<file path="src/rtl/izh_pkg.sv">
// Shared constants, Q9.7 helpers and scheduler state encoding for the Izhikevich sweep engine.
package izh_pkg;

  localparam int Q_W  = 16;
  localparam int FRAC = 7;

  localparam logic signed [Q_W-1:0] V_C  = -16'sd8320;
  localparam logic signed [Q_W-1:0] U_R  = -16'sd1664;
  localparam int                    D_INC  = 1280;
  localparam int                    THR    = 3840;
  localparam int                    DV_OFS = 17920;

  typedef enum logic [2:0] {
    ST_IDLE   = 3'd0,
    ST_FETCH  = 3'd1,
    ST_UPDATE = 3'd2,
    ST_WRITE  = 3'd3,
    ST_EMIT   = 3'd4
  } state_t;

  function automatic logic signed [Q_W-1:0] sat16(input logic signed [31:0] x);
    if (x > 32'sd32767)       return 16'sh7fff;
    else if (x < -32'sd32768) return 16'sh8000;
    else                      return x[Q_W-1:0];
  endfunction

endpackage

</file>
<file path="src/rtl/izh_update.sv">
// Combinational Izhikevich neuron step: (V, U, I) -> (V', U', spike) in Q9.7.
module izh_update
  import izh_pkg::*;
(
  input  logic signed [Q_W-1:0] i_v,
  input  logic signed [Q_W-1:0] i_u,
  input  logic        [7:0]     i_i,
  output logic signed [Q_W-1:0] o_v,
  output logic signed [Q_W-1:0] o_u,
  output logic                  o_spike
);

  logic signed [31:0] w_v32;
  logic signed [31:0] w_u32;
  logic signed [31:0] w_i32;
  logic signed [31:0] w_vsq;
  logic signed [31:0] w_dv;
  logic signed [31:0] w_du;

  always_comb begin
    w_v32   = 32'(i_v);
    w_u32   = 32'(i_u);
    w_i32   = {24'd0, i_i};
    w_vsq   = w_v32 * w_v32;
    // All terms stay signed so every >>> floors toward minus infinity.
    w_dv    = (w_vsq >>> 12) + (w_v32 * 32'sd5) + 32'(DV_OFS) - w_u32 + (w_i32 <<< FRAC);
    w_du    = ((w_v32 >>> 2) - w_u32) >>> 10;
    o_spike = (w_v32 >= 32'(THR));
    if (o_spike) begin
      o_v = V_C;
      o_u = sat16(w_u32 + 32'(D_INC));
    end else begin
      o_v = sat16(w_v32 + (w_dv >>> 4));
      o_u = sat16(w_u32 + w_du);
    end
  end

endmodule

</file>
<file path="src/rtl/izh_sweep_scheduler.sv">
// Sweeps NUM_NEURONS virtual neurons through one izh_update unit per tick and streams spikes.
// Optional feature: define IZH_SPIKE_COUNT_EN for per-neuron saturating spike counters.
module izh_sweep_scheduler
  import izh_pkg::*;
#(
  parameter int NUM_NEURONS = 8,
  parameter int ID_W        = $clog2(NUM_NEURONS)
) (
  input  logic                  clk,
  input  logic                  reset,
  input  logic                  tick,
  input  logic                  cur_we,
  input  logic [ID_W-1:0]       cur_addr,
  input  logic [7:0]            cur_data,
  input  logic [ID_W-1:0]       rd_addr,
  output logic signed [Q_W-1:0] rd_v,
  output logic signed [Q_W-1:0] rd_u,
  output logic [7:0]            rd_count,
  output logic                  spike_valid,
  output logic [ID_W-1:0]       spike_id,
  input  logic                  spike_ready,
  output logic                  busy,
  output logic                  overrun,
  output logic [2:0]            dbg_state
);

  // Spike stream: an event is offered while spike_valid is high with spike_id stable;
  // it is consumed on the rising edge where spike_valid && spike_ready, and never withdrawn.

  state_t                r_state;
  state_t                w_state_nxt;
  logic [ID_W-1:0]       r_idx;
  logic signed [Q_W-1:0] r_v_mem [NUM_NEURONS];
  logic signed [Q_W-1:0] r_u_mem [NUM_NEURONS];
  logic [7:0]            r_i_mem [NUM_NEURONS];
  logic signed [Q_W-1:0] r_fv;
  logic signed [Q_W-1:0] r_fu;
  logic [7:0]            r_fi;
  logic signed [Q_W-1:0] r_nv;
  logic signed [Q_W-1:0] r_nu;
  logic                  r_spk;
  logic signed [Q_W-1:0] r_rd_v;
  logic signed [Q_W-1:0] r_rd_u;
  logic                  r_overrun;
  logic signed [Q_W-1:0] w_nv;
  logic signed [Q_W-1:0] w_nu;
  logic                  w_spk;
  logic                  w_last;
  logic                  w_advance;

  izh_update u_update (
    .i_v     (r_fv),
    .i_u     (r_fu),
    .i_i     (r_fi),
    .o_v     (w_nv),
    .o_u     (w_nu),
    .o_spike (w_spk)
  );

  assign w_last    = (r_idx == ID_W'(NUM_NEURONS - 1));
  assign w_advance = ((r_state == ST_WRITE) && !r_spk) ||
                     ((r_state == ST_EMIT) && spike_ready);

  always_ff @(posedge clk) begin
    if (reset) r_state <= ST_IDLE;
    else       r_state <= w_state_nxt;
  end

  always_comb begin
    w_state_nxt = r_state;
    case (r_state)
      ST_IDLE:   if (tick) w_state_nxt = ST_FETCH;
      ST_FETCH:  w_state_nxt = ST_UPDATE;
      ST_UPDATE: w_state_nxt = ST_WRITE;
      ST_WRITE:  if (r_spk)       w_state_nxt = ST_EMIT;
                 else if (w_last) w_state_nxt = ST_IDLE;
                 else             w_state_nxt = ST_FETCH;
      ST_EMIT:   if (spike_ready) w_state_nxt = w_last ? ST_IDLE : ST_FETCH;
      default:   w_state_nxt = ST_IDLE;
    endcase
  end

  always_comb begin
    busy        = (r_state != ST_IDLE);
    spike_valid = (r_state == ST_EMIT);
    spike_id    = r_idx;
    overrun     = r_overrun;
    rd_v        = r_rd_v;
    rd_u        = r_rd_u;
    dbg_state   = r_state;
  end

  always_ff @(posedge clk) begin
    if (reset) begin
      for (int k = 0; k < NUM_NEURONS; k++) begin
        r_v_mem[k] <= V_C;
        r_u_mem[k] <= U_R;
        r_i_mem[k] <= '0;
      end
    end else begin
      if (cur_we) r_i_mem[cur_addr] <= cur_data;
      if (r_state == ST_WRITE) begin
        r_v_mem[r_idx] <= r_nv;
        r_u_mem[r_idx] <= r_nu;
      end
    end
  end

  always_ff @(posedge clk) begin
    if (reset) begin
      r_idx     <= '0;
      r_fv      <= '0;
      r_fu      <= '0;
      r_fi      <= '0;
      r_nv      <= '0;
      r_nu      <= '0;
      r_spk     <= 1'b0;
      r_rd_v    <= '0;
      r_rd_u    <= '0;
      r_overrun <= 1'b0;
    end else begin
      r_rd_v <= r_v_mem[rd_addr];
      r_rd_u <= r_u_mem[rd_addr];
      if (tick && (r_state != ST_IDLE)) r_overrun <= 1'b1;
      if ((r_state == ST_IDLE) && tick) r_idx <= '0;
      else if (w_advance && !w_last)    r_idx <= r_idx + ID_W'(1);
      if (r_state == ST_FETCH) begin
        r_fv <= r_v_mem[r_idx];
        r_fu <= r_u_mem[r_idx];
        r_fi <= r_i_mem[r_idx];
      end
      if (r_state == ST_UPDATE) begin
        r_nv  <= w_nv;
        r_nu  <= w_nu;
        r_spk <= w_spk;
      end
    end
  end

`ifdef IZH_SPIKE_COUNT_EN
  logic [7:0] r_cnt_mem [NUM_NEURONS];
  logic [7:0] r_rd_count;

  always_ff @(posedge clk) begin
    if (reset) begin
      for (int k = 0; k < NUM_NEURONS; k++) r_cnt_mem[k] <= '0;
      r_rd_count <= '0;
    end else begin
      if ((r_state == ST_WRITE) && r_spk && (r_cnt_mem[r_idx] != 8'hff))
        r_cnt_mem[r_idx] <= r_cnt_mem[r_idx] + 8'd1;
      r_rd_count <= r_cnt_mem[rd_addr];
    end
  end

  assign rd_count = r_rd_count;
`else
  assign rd_count = 8'd0;
`endif

endmodule
</file>
<file path="config.mk">
export PLATFORM = sky130hd
export DESIGN_NAME = izh_sweep_scheduler
export DESIGN_NICKNAME = d
export VERILOG_FILES = /design/src/rtl/izh_pkg.sv /design/src/rtl/izh_update.sv /design/src/rtl/izh_sweep_scheduler.sv
export SDC_FILE = /design/constraint.sdc
export NUM_CORES = 2
export LEC_CHECK = 0
export ABC_AREA = 1
export CAP_MARGIN = 5
export CORE_ASPECT_RATIO = 1.1
export CORE_MARGIN = 10
export CORE_UTILIZATION = 40
export DETAILED_ROUTE_END_ITERATION = 6
export GPL_ROUTABILITY_DRIVEN = 0
export GPL_TIMING_DRIVEN = 0
export RECOVER_POWER = 50
export SLEW_MARGIN = 30
export SYNTH_ARGS = -nofsm -noshare
export SYNTH_HDL_FRONTEND = slang
export SYNTH_SLANG_ARGS = --single-unit
</file>
<file path="constraint.sdc">
create_clock -name clk -period 16 [get_ports clk]
set_input_delay 1.6 -clock clk [delete_from_list [all_inputs] [get_ports clk]]
set_output_delay 1.6 -clock clk [all_outputs]
set_load 0.005 [all_outputs]
</file>
# After elaboration in Yosys (flattened, before gate mapping)
# Memory sizes are Yosys's and may differ from the RTL's. A register that Yosys moved wholly into a read port is not among the register bits.
# Cells that the tools add are included.
op_classes:
  bitwise_logic: 0
  n_lt_le_gt_ge: 7
  multipliers: 2
  n_reduce_logical: 15
  div_mod_pow: 0
  add_sub_neg: 9
  n_eq_ne: 7
  shift: 0
  n_mux: 30
ops:
  columns: ["op", "n"]
  rows:
  - ["$mux W16", 10]
  - ["$gt A32 B16 Y1 const B", 3]
  - ["$lt A32 B16 Y1 const B", 3]
  - ["$add A32 B16 Y32", 1]
  - ["$add A32 B16 Y32 const B", 1]
  - ["$mul A16 B16 Y32", 1]
  - ["$reduce_or A16 Y1", 2]
  - ["$sub A32 B16 Y32", 1]
  - ["$add A16 B28 Y29", 1]
  - ["$add A20 B20 Y21", 1]
  - ["$mul A16 B4 Y20 const B", 1]
  - ["$mux W3", 6]
  - ["$add A16 B12 Y17 const B", 1]
  - ["$add A16 B7 Y17", 1]
  - ["$sub A14 B16 Y17", 1]
  - ["$ge A16 B13 Y1 const B", 1]
  - ["$pmux W3 S5", 1]
  - ["$mux W1", 12]
  - ["$mux W8", 1]
  - ["$reduce_or A8 Y1", 1]
  - ["$eq A3 B2 Y1 const B", 2]
  - ["$eq A3 B3 Y1 const B", 2]
  - ["$logic_and A1 B1 Y1", 5]
  - ["$add A3 B1 Y3 const B", 1]
  - ["other kinds (9)", 10]
totals:
  memories: 3
  inputBits: 19
  rom_bits: 0
  latchBits: 0
  ramBits: 320
  register_bits: 40
mem_list:
  columns: ["memory", "depth", "word_bits", "read_ports", "rd_clocked_by_memory_dff", "write_ports", "line_no", "rtl"]
  rows:
  - ["r_u_mem", 8, 16, 2, 2, 8, "izh_sweep_scheduler.sv:34", "logic signed [Q_W-1:0] r_u_mem [NUM_NEURONS];"]
  - ["r_v_mem", 8, 16, 2, 2, 8, "izh_sweep_scheduler.sv:33", "logic signed [Q_W-1:0] r_v_mem [NUM_NEURONS];"]
  - ["r_i_mem", 8, 8, 1, 1, 8, "izh_sweep_scheduler.sv:35", "logic [7:0] r_i_mem [NUM_NEURONS];"]

# Logic depth before layout (Yosys ltp)
depth:
  word_depth: 10
  depth_mapped: 71
  mapped_depth_nobuf: 69

# Cells and area by module
# From an unflattened synthesis, not the netlist that was laid out.
hier_totals:
  cells_unflattened: 4734
  hier_area_um2: 36653.9
by_module_without_submodules:
  columns: ["mod", "cells_each", "seq_area_each_um2", "instances", "area_per_inst_um2"]
  rows:
  - ["izh_sweep_scheduler", 2621, 11851.4, 1, 21006.4]
  - ["izh_update", 2113, 0.0, 1, 15647.5]

# Worst setup path after synthesis
# Ideal clock, no wire load.
synth_timing:
  kind: "reg2reg"
  from: "register r_fv[15] (read register of r_v_mem)"
  to: "register r_nv[13]"
  path_slack_ns: 4.231
  synth_period_minus_slack_ns: 11.769
  arrival_ns: 11.634
  stages_incl_launch_ff: 60
  setup_time_ns: 0.135
  n_path_buf: 3
  cell_sequence: "dfxtp_1 -> clkbuf_1 -> buf_1 -> nand2_1 -> fa_1 -> inv_1 -> fa_1 -> fa_1 -> fa_1 -> fa_1 -> inv_1 -> fa_1 -> inv_1 -> ha_1 -> nand2_1 -> nor2_1 -> inv_1 -> nor2_1 -> [24 not listed] -> xor2_1 -> ha_1 -> nand2_1 -> nand2_1 -> o21bai_1 -> a21oi_1 -> nand4_1 -> nand2_2 -> nand2_1 -> nand2_1 -> nand3_1 -> nor2_1 -> nand2_1 -> nand2_2 -> buf_6 -> nand2_1 -> nand2_1 -> a21oi_2"
synth_between:
  elab_chain_cells: 10
  word_cells_on_any_way: 13
  cone_classes: "add/sub: 5; mul: 2; order compare: 3; mux: 3"
synth_rtl:
  columns: ["element", "line_no", "rtl"]
  rows:
  - ["start, declared", "izh_sweep_scheduler.sv:36", "logic signed [Q_W-1:0] r_fv;"]
  - ["$mul A16 B16 Y32 or $mul A16 B4 Y20 (tied branches)", "izh_update.sv:24, izh_update.sv:26", null]
  - ["$add A20 B20 Y21", "izh_update.sv:26", "w_dv = (w_vsq >>> 12) + (w_v32 * 32'sd5) + 32'(DV_OFS) - w_u32 + (w_i32 <<< FRAC);"]
  - ["$add A32 B16 Y32", "izh_update.sv:26", null]
  - ["$sub A32 B16 Y32", "izh_update.sv:26", null]
  - ["$add A32 B16 Y32", "izh_update.sv:26", null]
  - ["$add A16 B28 Y29", "izh_update.sv:33", "o_v = sat16(w_v32 + (w_dv >>> 4));"]
  - ["$lt A32 B16 Y1", "izh_pkg.sv:23", "else if (x < -32'sd32768) return 16'sh8000;"]
  - ["$mux W16", "izh_pkg.sv:23", null]
  - ["$mux W16", "izh_pkg.sv:22", "if (x > 32'sd32767) return 16'sh7fff;"]
  - ["$mux W16 (*)", "izh_update.sv:29", "if (o_spike) begin"]
  - ["end signal, assigned", "izh_sweep_scheduler.sv:133", "r_nv <= w_nv;"]
  - ["end, declared", "izh_sweep_scheduler.sv:39", "logic signed [Q_W-1:0] r_nv;"]
# Every way passes the cells marked *; elsewhere a longest branch is shown, timed or not.
# A chain may end at the register's enable or synchronous reset.

# Worst setup path in the final report
layout_timing:
  from: "register r_fv[8] (read register of r_v_mem)"
  to: "register r_nv[4]"
# The elaborated chain is that of the path after synthesis.

==> flow_summary_export.csv <==
group,metric,value,unit
timing,final_max_slew_viol_count,0,
floorplan,fp.coreArea,87720,sq um
floorplan,die_h,331.5,microns
logic_synthesis,syn_inst,4219,
timing,fmax,69.45,MHz
layout,fillers,8681,
detailed_routing,drtIter0Drc,4044,
floorplan,fp.dieArea,100500,sq um
setup_path,cp_max_fo,10,
global_route,grt_antenna_before_repair,0,
logic_synthesis,ys.flop_type,"edfxtp_1",
timing,hold_viol_final,0,
detailed_routing,avgViaCountPerCell,5.589,
logic_synthesis,avgSynthCellArea,8.365,sq um
clock_tree,htree_levels,2,
setup_path,crit_required,16.47,ns
clock_tree,clk_pin_slew,0.06,ns
place,dp_hpwl,92.96,mm
status,violations,"design-rule violations",
detailed_routing,drc,1,
logic_synthesis,synth_common_cells,"nand2_1 (802), inv_1 (716), nor2_1 (411)",
timing,setup_viol,0,
layout,drive_above_1_share,4.412,%
clock_tree,cts.repair.resized,0,
setup_path,crit_end,"r_nv[4]",
clock_tree,cts_tree,"yes",
place,portBuffers,57,
timing,hold_ws,0.4684,ns
logic_synthesis,ys_seq_area_share,33.58,%
timing,tns,0,ns
logic_synthesis,ys_top_cells_by_area,"edfxtp_1 (27%), fa_1 (15%), ha_1 (9.1%)",
detailed_routing,drt_first_pass_iters,7,
timing,fin_skew,0.03211,ns
logic_synthesis,synth_largest_area_cell,"edfxtp_1",
logic_synthesis,synth_edf_count,320,
setup_path,endpoint_kind,"register",
logic_synthesis,yosys.cell_types.count,53,
setup_path,arrival,14.87,ns
clock_tree,cts.path.max_buffers,3,
setup_path,max_stage_delay,0.69,ns
global_route,grt_max_degree,33,
setup_path,r2r_start,"r_fv[8]",
timing,slew_headroom,8.005,%
setup_path,critical_path_class,"register to register",
layout,syn_to_final_growth,10.73,%
job,cap_violations,0,
layout,instances_no_fill,5535,
global_route,grt_usage,24.81,%
setup_path,startpoint_type,"register",
min_path,hp-class,"register to register",
logic_synthesis,ys_seq_elements,432,
clock_tree,clk_latency,0.62,ns
setup_path,r2r_cells,56,
timing,worst_slew_pin_slew,1.380,ns
floorplan,start_util,40.23,%
place,dp.cells,5445,
setup_path,reg2reg_to,"r_nv[4]",
floorplan,top_level_ports,68,
detailed_routing,vias,30930,
clock_tree,cts_setup_buffers,0,
timing,fin_crit_sh,89.99,%
clock_tree,postCtsHoldBufs,0,
detailed_routing,antenna_left,0,
timing,grt_setup_unrepaired,"no",
logic_synthesis,yosys.cell_count.top_type,"nand2_1",
floorplan,placementRows,114,
clock_tree,cts_root_buf,"clkbuf_16",
timing,finalCriticalPeriod,14.40,ns
setup_path,reg2reg_slack,1.60,ns
detailed_routing,wl_per_cell,22.99,microns
logic_synthesis,syn_area,35290,sq um
global_route,grt_pass1_vias,30040,
detailed_routing,wl,127.3,mm
logic_synthesis,synthArstFlopShare,0,%
floorplan,die_w,303.2,microns
status,status,"finished, violations left",
global_route,grt-ovfl-total,0,
setup_path,cpMostUsedCell,"nand2_1",
setup_path,crit_start,"r_fv[8]",
logic_synthesis,yosys_warnings,0,
layout,final_nets,4868,
clock_tree,cts_buffers,47,
global_route,grt_pass1_wl,187.6,mm
setup_path,critPathSlowestCell,"clkbuf_1",
logic_synthesis,yosysTopAreaCellShare,27.23,%
clock_tree,cts_sinks,432,
[placed cells by master, fill, tap and decap left out, types with 39 or more instances in the layout]
cell type	Yosys	routed
nand2_1	802	794
inv_1	716	717
nor2_1	411	411
edfxtp_1	320	320
a21oi_1	304	304
fa_1	257	257
ha_1	257	257
o21ai_0	244	244
clkbuf_1	137	142
nand3_1	112	112
dfxtp_1	112	111
xor2_1	73	73
o211ai_1	50	50
clkbuf_16	0	50
dlygate4sd3_1	0	43
a31oi_1	40	40
xnor2_1	39	39
[worst min path at each step]
| stage | start | to | slack, ns | cells after the start |
|---|---|---|---|---|
| 3_5_place_dp | r_fi[1] | r_fi[1] | 0.46 | 2 |
| 6_report | r_spk | dbg_state[2] | 0.47 | 2 |
| 3_3_place_gp | r_nu[4] | r_nu[4] | 0.45 | 2 |
| 5_1_grt | r_spk | dbg_state[2] | 0.48 | 2 |
| 4_1_cts | r_fi[1] | r_fi[1] | 0.47 | 2 |
| 2_1_floorplan | r_spk | dbg_state[2] | 0.44 | 2 |
[worst max-delay path: cells and delay by family, from the launching register on]
family                   cells  cell delay [ns]
AO/OA/AOI/OAI               15             2.96
XOR/XNOR                     3             0.77
adder cells (fa/ha/maj)     13             5.81
buffers and inverters        6             1.59
flip-flops                   1             0.61
AND/OR/NAND/NOR             19             2.50
[cell type report]
type	count	area, sq um	area share [%]
multi-input combinational	2877	20030	51.26
buffer	167	690.7	1.767
timing repair buffer	60	611.8	1.566
antenna	1	2.502	0.006403
tap	1160	1451	3.714
clock inverter	19	188.9	0.4835
sequential	432	11850	30.33
inverter	750	2815	7.204
clock buffer	69	1433	3.666
[cells by family (layout without fill, tap and decap cells)]
| kind of cell | count (synthesis) | in the layout | synth area share (%) |
|---|---|---|---|
| compound gates | 808 | 808 | 13.41 |
| xor+xnor | 113 | 113 | 2.826 |
| fa+ha+maj | 514 | 514 | 23.69 |
| buf+inv | 917 | 1065 | 9.899 |
| flops | 432 | 432 | 33.58 |
| other cells | 1 | 9 | 0.01063 |
| simple gates | 1434 | 1434 | 16.58 |
[stage by stage]
stage	worst slack, ns	instance area (sq um)	util [%]
after global routing	0.5044	39080	44.55
after global placement	1.359	37340	42.57
after floorplan	4.231	35320	-
final	1.602	39080	44.55
after detailed placement	1.626	37440	42.68
after CTS	1.565	39060	44.53
[flip-flops by register name, indices dropped and copies added (netlist names)]
| signal | flops |
|---|---|
| overrun | 1 |
| rd_v | 16 |
| r_nu | 16 |
| r_i_mem | 64 |
| r_nv | 16 |
| r_fv | 16 |
| r_spk | 1 |
| rd_u | 16 |
| dbg_state | 3 |
| r_v_mem | 128 |
| r_u_mem | 128 |
| spike_id | 3 |
| r_fu | 16 |
| r_fi | 8 |
[per-layer routing]
layer	global-route usage [%]	vias up	share of wire, %	wire [microns]
met5	0	-	0	0
li1	-	13960	-	-
met4	12.37	0	6.0	7654
met2	38.15	1862	44	55590
met1	32.15	14700	39	49440
met3	6.007	417	11	14590
Power is left out: the tool's default activity adds up to more than one toggle a clock period on the data nets, which glitch-free logic cannot reach.
